<file path="src/rtl/muldiv_sequencer.sv">
// Iterative multiply/divide unit with private HI/LO registers for the MIPS pipeline.
// One shift-add or restoring-divide step per cycle, then a single sign fix-up cycle.
module muldiv_sequencer #(
  parameter int unsigned WIDTH = 32,
  parameter int unsigned CNT_W = 6
) (
  input  logic             clk,
  input  logic             reset,
  input  logic             Start,
  input  logic [1:0]       Op,
  input  logic [WIDTH-1:0] OpA,
  input  logic [WIDTH-1:0] OpB,
  input  logic             HiWe,
  input  logic             LoWe,
  input  logic [WIDTH-1:0] WData,
  input  logic             ReadReq,
  input  logic             Abort,
  output logic [WIDTH-1:0] Hi,
  output logic [WIDTH-1:0] Lo,
  output logic             Busy,
  output logic             Stall,
  output logic             Done,
  output logic             DivZero
);

  localparam logic [CNT_W-1:0] LAST_ITER = CNT_W'(WIDTH - 1);

  typedef enum logic [1:0] {
    IDLE = 2'd0,
    RUN  = 2'd1,
    FIX  = 2'd2
  } state_e;

  state_e           state_q, state_d;
  logic [CNT_W-1:0] cnt_q, cnt_d;
  logic             is_div_q, is_div_d;
  logic             neg_q, neg_d;
  logic             rem_neg_q, rem_neg_d;
  logic             dz_q, dz_d;
  logic [WIDTH-1:0] acc_hi_q, acc_hi_d;
  logic [WIDTH-1:0] acc_lo_q, acc_lo_d;
  logic [WIDTH-1:0] opm_q, opm_d;
  logic [WIDTH-1:0] hi_q, hi_d;
  logic [WIDTH-1:0] lo_q, lo_d;
  logic             busy_q, busy_d;
  logic             done_q, done_d;
  logic             divzero_q, divzero_d;

  // Operand decode at issue
  logic             a_neg, b_neg, op_is_div, op_dz;
  logic [WIDTH-1:0] a_mag, b_mag;

  assign op_is_div = Op[1];
  assign a_neg     = !Op[0] && OpA[WIDTH-1];
  assign b_neg     = !Op[0] && OpB[WIDTH-1];
  assign a_mag     = a_neg ? (-OpA) : OpA;
  assign b_mag     = b_neg ? (-OpB) : OpB;
  assign op_dz     = op_is_div && (OpB == '0);

  // One iteration of each datapath
  logic [WIDTH:0]     mul_sum;
  logic [WIDTH:0]     div_shift;
  logic [WIDTH:0]     div_diff;
  logic               div_ok;

  assign mul_sum   = {1'b0, acc_hi_q} + (acc_lo_q[0] ? {1'b0, opm_q} : '0);
  assign div_shift = {acc_hi_q, acc_lo_q[WIDTH-1]};
  assign div_diff  = div_shift - {1'b0, opm_q};
  assign div_ok    = !div_diff[WIDTH];

  // Sign fix-up of the finished result
  logic [2*WIDTH-1:0] prod_raw, prod_fix;
  logic [WIDTH-1:0]   quo_fix, rem_fix;

  assign prod_raw = {acc_hi_q, acc_lo_q};
  assign prod_fix = neg_q ? (-prod_raw) : prod_raw;
  assign quo_fix  = neg_q ? (-acc_lo_q) : acc_lo_q;
  assign rem_fix  = rem_neg_q ? (-acc_hi_q) : acc_hi_q;

  always_comb begin
    state_d   = state_q;
    cnt_d     = cnt_q;
    is_div_d  = is_div_q;
    neg_d     = neg_q;
    rem_neg_d = rem_neg_q;
    dz_d      = dz_q;
    acc_hi_d  = acc_hi_q;
    acc_lo_d  = acc_lo_q;
    opm_d     = opm_q;
    hi_d      = hi_q;
    lo_d      = lo_q;
    busy_d    = busy_q;
    done_d    = 1'b0;
    divzero_d = 1'b0;

    unique case (state_q)
      IDLE: begin
        if (Abort) begin
          state_d = IDLE;
        end else if (Start) begin
          state_d   = RUN;
          busy_d    = 1'b1;
          cnt_d     = '0;
          is_div_d  = op_is_div;
          dz_d      = op_dz;
          neg_d     = !op_dz && (a_neg ^ b_neg);
          rem_neg_d = !op_dz && a_neg;
          acc_hi_d  = '0;
          // A zero divisor divides the raw dividend: remainder ends as OpA, quotient as all ones.
          acc_lo_d  = op_is_div ? (op_dz ? OpA : a_mag) : b_mag;
          opm_d     = op_is_div ? b_mag : a_mag;
        end else begin
          if (HiWe) hi_d = WData;
          if (LoWe) lo_d = WData;
        end
      end

      RUN: begin
        if (Abort) begin
          state_d = IDLE;
          busy_d  = 1'b0;
          cnt_d   = '0;
        end else begin
          cnt_d = cnt_q + CNT_W'(1);
          if (is_div_q) begin
            acc_hi_d = div_ok ? div_diff[WIDTH-1:0] : div_shift[WIDTH-1:0];
            acc_lo_d = {acc_lo_q[WIDTH-2:0], div_ok};
          end else begin
            acc_hi_d = mul_sum[WIDTH:1];
            acc_lo_d = {mul_sum[0], acc_lo_q[WIDTH-1:1]};
          end
          if (cnt_q == LAST_ITER) state_d = FIX;
        end
      end

      FIX: begin
        state_d = IDLE;
        busy_d  = 1'b0;
        cnt_d   = '0;
        if (!Abort) begin
          done_d    = 1'b1;
          divzero_d = dz_q;
          if (is_div_q) begin
            hi_d = rem_fix;
            lo_d = quo_fix;
          end else begin
            hi_d = prod_fix[2*WIDTH-1:WIDTH];
            lo_d = prod_fix[WIDTH-1:0];
          end
        end
      end

      default: begin
        state_d = IDLE;
        busy_d  = 1'b0;
      end
    endcase
  end

  always_ff @(posedge clk or posedge reset) begin
    if (reset) begin
      state_q   <= IDLE;
      cnt_q     <= '0;
      is_div_q  <= 1'b0;
      neg_q     <= 1'b0;
      rem_neg_q <= 1'b0;
      dz_q      <= 1'b0;
      acc_hi_q  <= '0;
      acc_lo_q  <= '0;
      opm_q     <= '0;
      hi_q      <= '0;
      lo_q      <= '0;
      busy_q    <= 1'b0;
      done_q    <= 1'b0;
      divzero_q <= 1'b0;
    end else begin
      state_q   <= state_d;
      cnt_q     <= cnt_d;
      is_div_q  <= is_div_d;
      neg_q     <= neg_d;
      rem_neg_q <= rem_neg_d;
      dz_q      <= dz_d;
      acc_hi_q  <= acc_hi_d;
      acc_lo_q  <= acc_lo_d;
      opm_q     <= opm_d;
      hi_q      <= hi_d;
      lo_q      <= lo_d;
      busy_q    <= busy_d;
      done_q    <= done_d;
      divzero_q <= divzero_d;
    end
  end

  assign Hi      = hi_q;
  assign Lo      = lo_q;
  assign Busy    = busy_q;
  assign Done    = done_q;
  assign DivZero = divzero_q;
  // Hazard request is combinational so it freezes the same cycle the EX conflict appears
  assign Stall   = busy_q && (Start || ReadReq || HiWe || LoWe);

endmodule

</file>
<file path="config.mk">
export PLATFORM = sky130hd
export DESIGN_NAME = muldiv_sequencer
export DESIGN_NICKNAME = d
export VERILOG_FILES = /design/src/rtl/muldiv_sequencer.sv
export SDC_FILE = /design/constraint.sdc
export NUM_CORES = 1
export LEC_CHECK = 0
export ABC_AREA = 1
export CAP_MARGIN = 20
export CORE_MARGIN = 4
export CORE_UTILIZATION = 40
export CTS_CLUSTER_SIZE = 16
export DETAILED_ROUTE_END_ITERATION = 12
export PLACE_DENSITY_LB_ADDON = 0.12
export SETUP_SLACK_MARGIN = 0.5
export SYNTH_ARGS = -nofsm -noshare
export SYNTH_HDL_FRONTEND = slang
export SYNTH_SLANG_ARGS = --single-unit
</file>
<file path="constraint.sdc">
create_clock -name clk -period 16.9 [get_ports clk]
set_input_delay 5.07 -clock clk [delete_from_list [all_inputs] [get_ports clk]]
set_output_delay 5.07 -clock clk [all_outputs]
set_load 0.005 [all_outputs]
</file>
# Word level (Yosys, flattened, before mapping)
# Index checks and enable logic that the tools add are counted.
# totals
elab_cells	110
output_inout_bits	68
inputBits	105
regBits	175
# op_classes
eq_ne	13
reduce_logical	24
n_bitwise	2
n_addsub	8
n_mux	49
# ops
operator	n
$mux 32	27
$pmux 32 s2	4
$neg 32->32	4
$mux 64	1
$neg 64->64	1
$add 32x32->33	1
$sub 33x32->33	1
$logic_not 32->1	1
$mux 6	3
$pmux 6 s3	1
$ne 2x2->1 const B	8
$reduce_and 5->1	2
$reduce_and 3->1	3
$mux 2	4
$mux 1	7
$add 6x1->6 const B	1
$eq 6x5->1 const B	1
$logic_and 1x1->1	6
$ne 3x3->1 const B	2
$pmux 2 s2	1
$reduce_and 4->1	1
$reduce_bool 2->1	2
$logic_not 1->1	3
$logic_or 1x1->1	3
8 further kinds	8

# Logic depth before layout (Yosys ltp)
# depth
word_depth	8
mapped_depth	20
ltp_nobuf	19

# Worst setup path before layout
# OpenSTA, ideal clock, no wires.
# synth_timing
kind	in2out
from	input port HiWe
to	output port Stall
arrival_ns	5.330
setup_slack_ns	6.500
n_path_buf	0
stages	2
required_time_ns	11.830
cell_sequence	nor3_1 -> a21boi_0
# synth_via
elab_chain_cells	3
# synth_rtl
item	line	source
start: declaration	13	input logic HiWe,
$logic_or 1x1->1 (2 in series)	200	assign Stall = busy_q && (Start || ReadReq || HiWe || LoWe);
$logic_and 1x1->1	200	
end: declaration	21	output logic Stall,
# Every way passes these cells.

# Worst setup path in the final report
# layout_timing
from	input port Start
to	output port Stall
# layout_via
elab_chain_cells	4
# layout_rtl
item	line	source
start: declaration	9	input logic Start,
$logic_or 1x1->1 (3 in series)	200	
$logic_and 1x1->1	200	
# Every way passes these cells.

==> reports/metrics.yaml <==
place_congestion: 1.002
timing.slew.headroom_pct: 26.08
synth_fp_nets: 3382
setup_violations: 0
ctsHoldBuffers: 0
max_clock_freq_mhz: 87.48
final_antenna_net_count: 0
grt_start_max_net_pins: 73
layout-area-overhead-vs-synth_pct: 15.04
tightestPinTransition_ps: 1106
clk_pin_slew_ps: 80
worstSetupEndpointType: "output port"
run_status: "completed"
vdd.ir_drop.worst_mv: 0.1006
power_density_nw_per_um2: 187.3
tns_setup_ps: 0
time_the_worst_path_needs_with_i_o_delays_and_setup_ps: 11430
postSynth.asyncResetShare_pct: 100.0
timing.reg2reg.setup_slack_ps: 12330
post-synth-top-area-fraction_pct: 23.53
die_height_um: 223.7
timing.final.crit_share_pct: 67.64
yosys_register_bits: 175
wl_per_cell_um: 21.15
fin_max_slew_vios: 0
design.die.area_sq_um: 50050
clock_latency_at_the_later_pin_of_the_worst_skew_pair_ps: 490
grt_antenna_before_repair: 3
port_buffers: 172
floorplan.rows: 78
overflow: 0
synthCells: 3206
ios: 173
cts_post_setup_buffers_inserted: 0
worst-setup-path-type: "in2out"
detail_route.vias_per_cell: 5.490
post_route_drc_violation_count: 0
yosys_warnings: 0
ys.flop_type: "dfrtp_1"
post-synth-top-area-cell: "dfrtp_1"
fin_nets: 3491
final.fill_count: 4993
grtUsageTotal_pct: 32.22
htree_levels: 4
number_of_clock_buffers_inserted_by_tritoncts: 17
drv_cap: 0
rsz_0062_raised_after_global_routing: "no"
finalWirelength_mm: 83.08
grt_first_pass_wirelength_mm: 123.4
yosysMostFrequentCell: "nand2_1"
hpwlAfterDp_mm: 66.80
synthDistinctLibCells: 55
first_global_vias: 19640
crit_path_start_kind: "input port"
min-delay-path-class: "reg2reg"
drt_first_iter_violations: 2195
count_of_flip_flops_with_a_built_in_enable_after_synthesis: 0
finalHoldWorstSlack_ps: 493.8
synth_sequential_area_ratio_pct: 23.53
critical_path_required_ps: 11830
mappedNetlistArea_sq_um: 18610
core_area_sq_um: 45670
cts_tree: "built"
layout-drive-gt1-share_pct: 4.718
drtPass1Iterations: 6
initial_core_util_pct: 40.75
fin_skew_ps: 17.87
die_width_um: 223.7
critical_path.max_fanout: 4
timing_hold_violations_final: 0
routed-via-count: 21570
post_synth_most_frequent_cells: "954 x nand2_1, 441 x inv_1, 411 x nor2_1"
mean_instance_size_in_the_synthesized_netlist_sq_um: 5.806
yosys-top-cells-area: "dfrtp_1 24%, nand2_1 19%, inv_1 8.9%"
clock_tree.root_cell: "clkbuf_16"
ctsResizeCount: 0
cts.sinks: 175
cts-root-to-sink-buffers: 2
arrival_time_at_the_worst_endpoint_ps: 6360
leakagePower_nw: 10.67
[cell families (layout without fill, tap and decap cells)]
group	after synthesis	count (layout)	share of synthesized area [%]
and+or+nand+nor	1837	1837	41.70
buffers and inverters	564	686	11.94
adders and majority gates	71	71	4.853
other	0	1	0
xor gates and xnor gates	58	58	2.729
DFF	175	175	23.53
AOI/OAI and AO/OA	501	501	15.25
[path summary, 6_finish.rpt]
path,from,to,depth (start not counted)
max reg2reg,state_q[0],opm_q[24],13
min,Lo[26],Lo[26],2
min reg2reg,Lo[26],Lo[26],2
max in group asynchronous,reset,opm_q[8],4
min in group asynchronous,reset,Lo[5],2
max,Start,Stall,4
[metrics by stage]
stage	instance area, sq um	total power, mW	utilization, %	std cells	worst slack (ps)
after detailed placement	20760	3.524	45.46	3895	5473
after global placement	20760	3.498	45.46	3895	5446
after global routing	21410	4.352	46.88	3928	5366
after floorplan	18610	2.586	-	3206	6500
after CTS	21390	3.957	46.84	3927	5469
final	21410	4.011	46.89	3929	5469
[report_power, final]
part	switching (mW)	internal, mW
Sequential	0.291	0.604
Clock	0.216	0.204
Combinational	1.78	0.917
Total	2.29	1.72
[critical path: stages]
cell             delay, ps
clkdlybuf4s50_1        510
inv_1                   90
a21boi_0               170
clkdlybuf4s50_1        520
[state kept, by name, summed over array words and instances (netlist names)]
signal     cells
Busy           1
DivZero        1
Done           1
Hi            32
Lo            32
acc_hi_q      32
acc_lo_q      32
cnt_q          6
dz_q           1
is_div_q       1
neg_q          1
opm_q         32
rem_neg_q      1
state_q        2
[layer usage]
metal  routed length, um  part of all wire, %  global-route usage, %
met5                   0                    0                      0
met4                3220                  3.9                  11.71
met3                7081                  8.5                  5.871
met2               35440                   43                  48.41
met1               37340                   45                  46.39
[layout make-up]
cell class                 count  area, sq um  share of cell area, %
antenna                        1        2.502                0.01169
clock buffer                  17        425.4                  1.987
clock inverter                15        205.2                 0.9582
inverter                     460         1737                  8.110
multi-input combinational   2467        12020                  56.13
sequential                   175         4379                  20.45
tap                          600        750.7                  3.506
timing repair buffer         194         1894                  8.846
[cell usage in the layout, fill, tap and decap left out, types with 7 or more instances in the layout]
cell type / n
buf_4: 21
o221ai_1: 11
nand2_2: 15
nor2_1: 410
clkbuf_16: 17
a31oi_1: 21
o22ai_1: 7
ha_1: 69
nand2_1: 954
or2_2: 12
dfrtp_1: 175
xnor2_1: 18
a21oi_1: 243
nand4_1: 34
o211ai_2: 8
inv_1: 439
clkdlybuf4s50_1: 171
o211ai_1: 22
xor2_1: 40
nor3_1: 25
nand3_1: 323
nor2_4: 10
clkinv_8: 7
inv_2: 17
nor2_2: 20
o21ai_1: 18
nand3b_1: 12
o21ai_0: 131
Note: power is estimated with default switching activity, not from simulation.
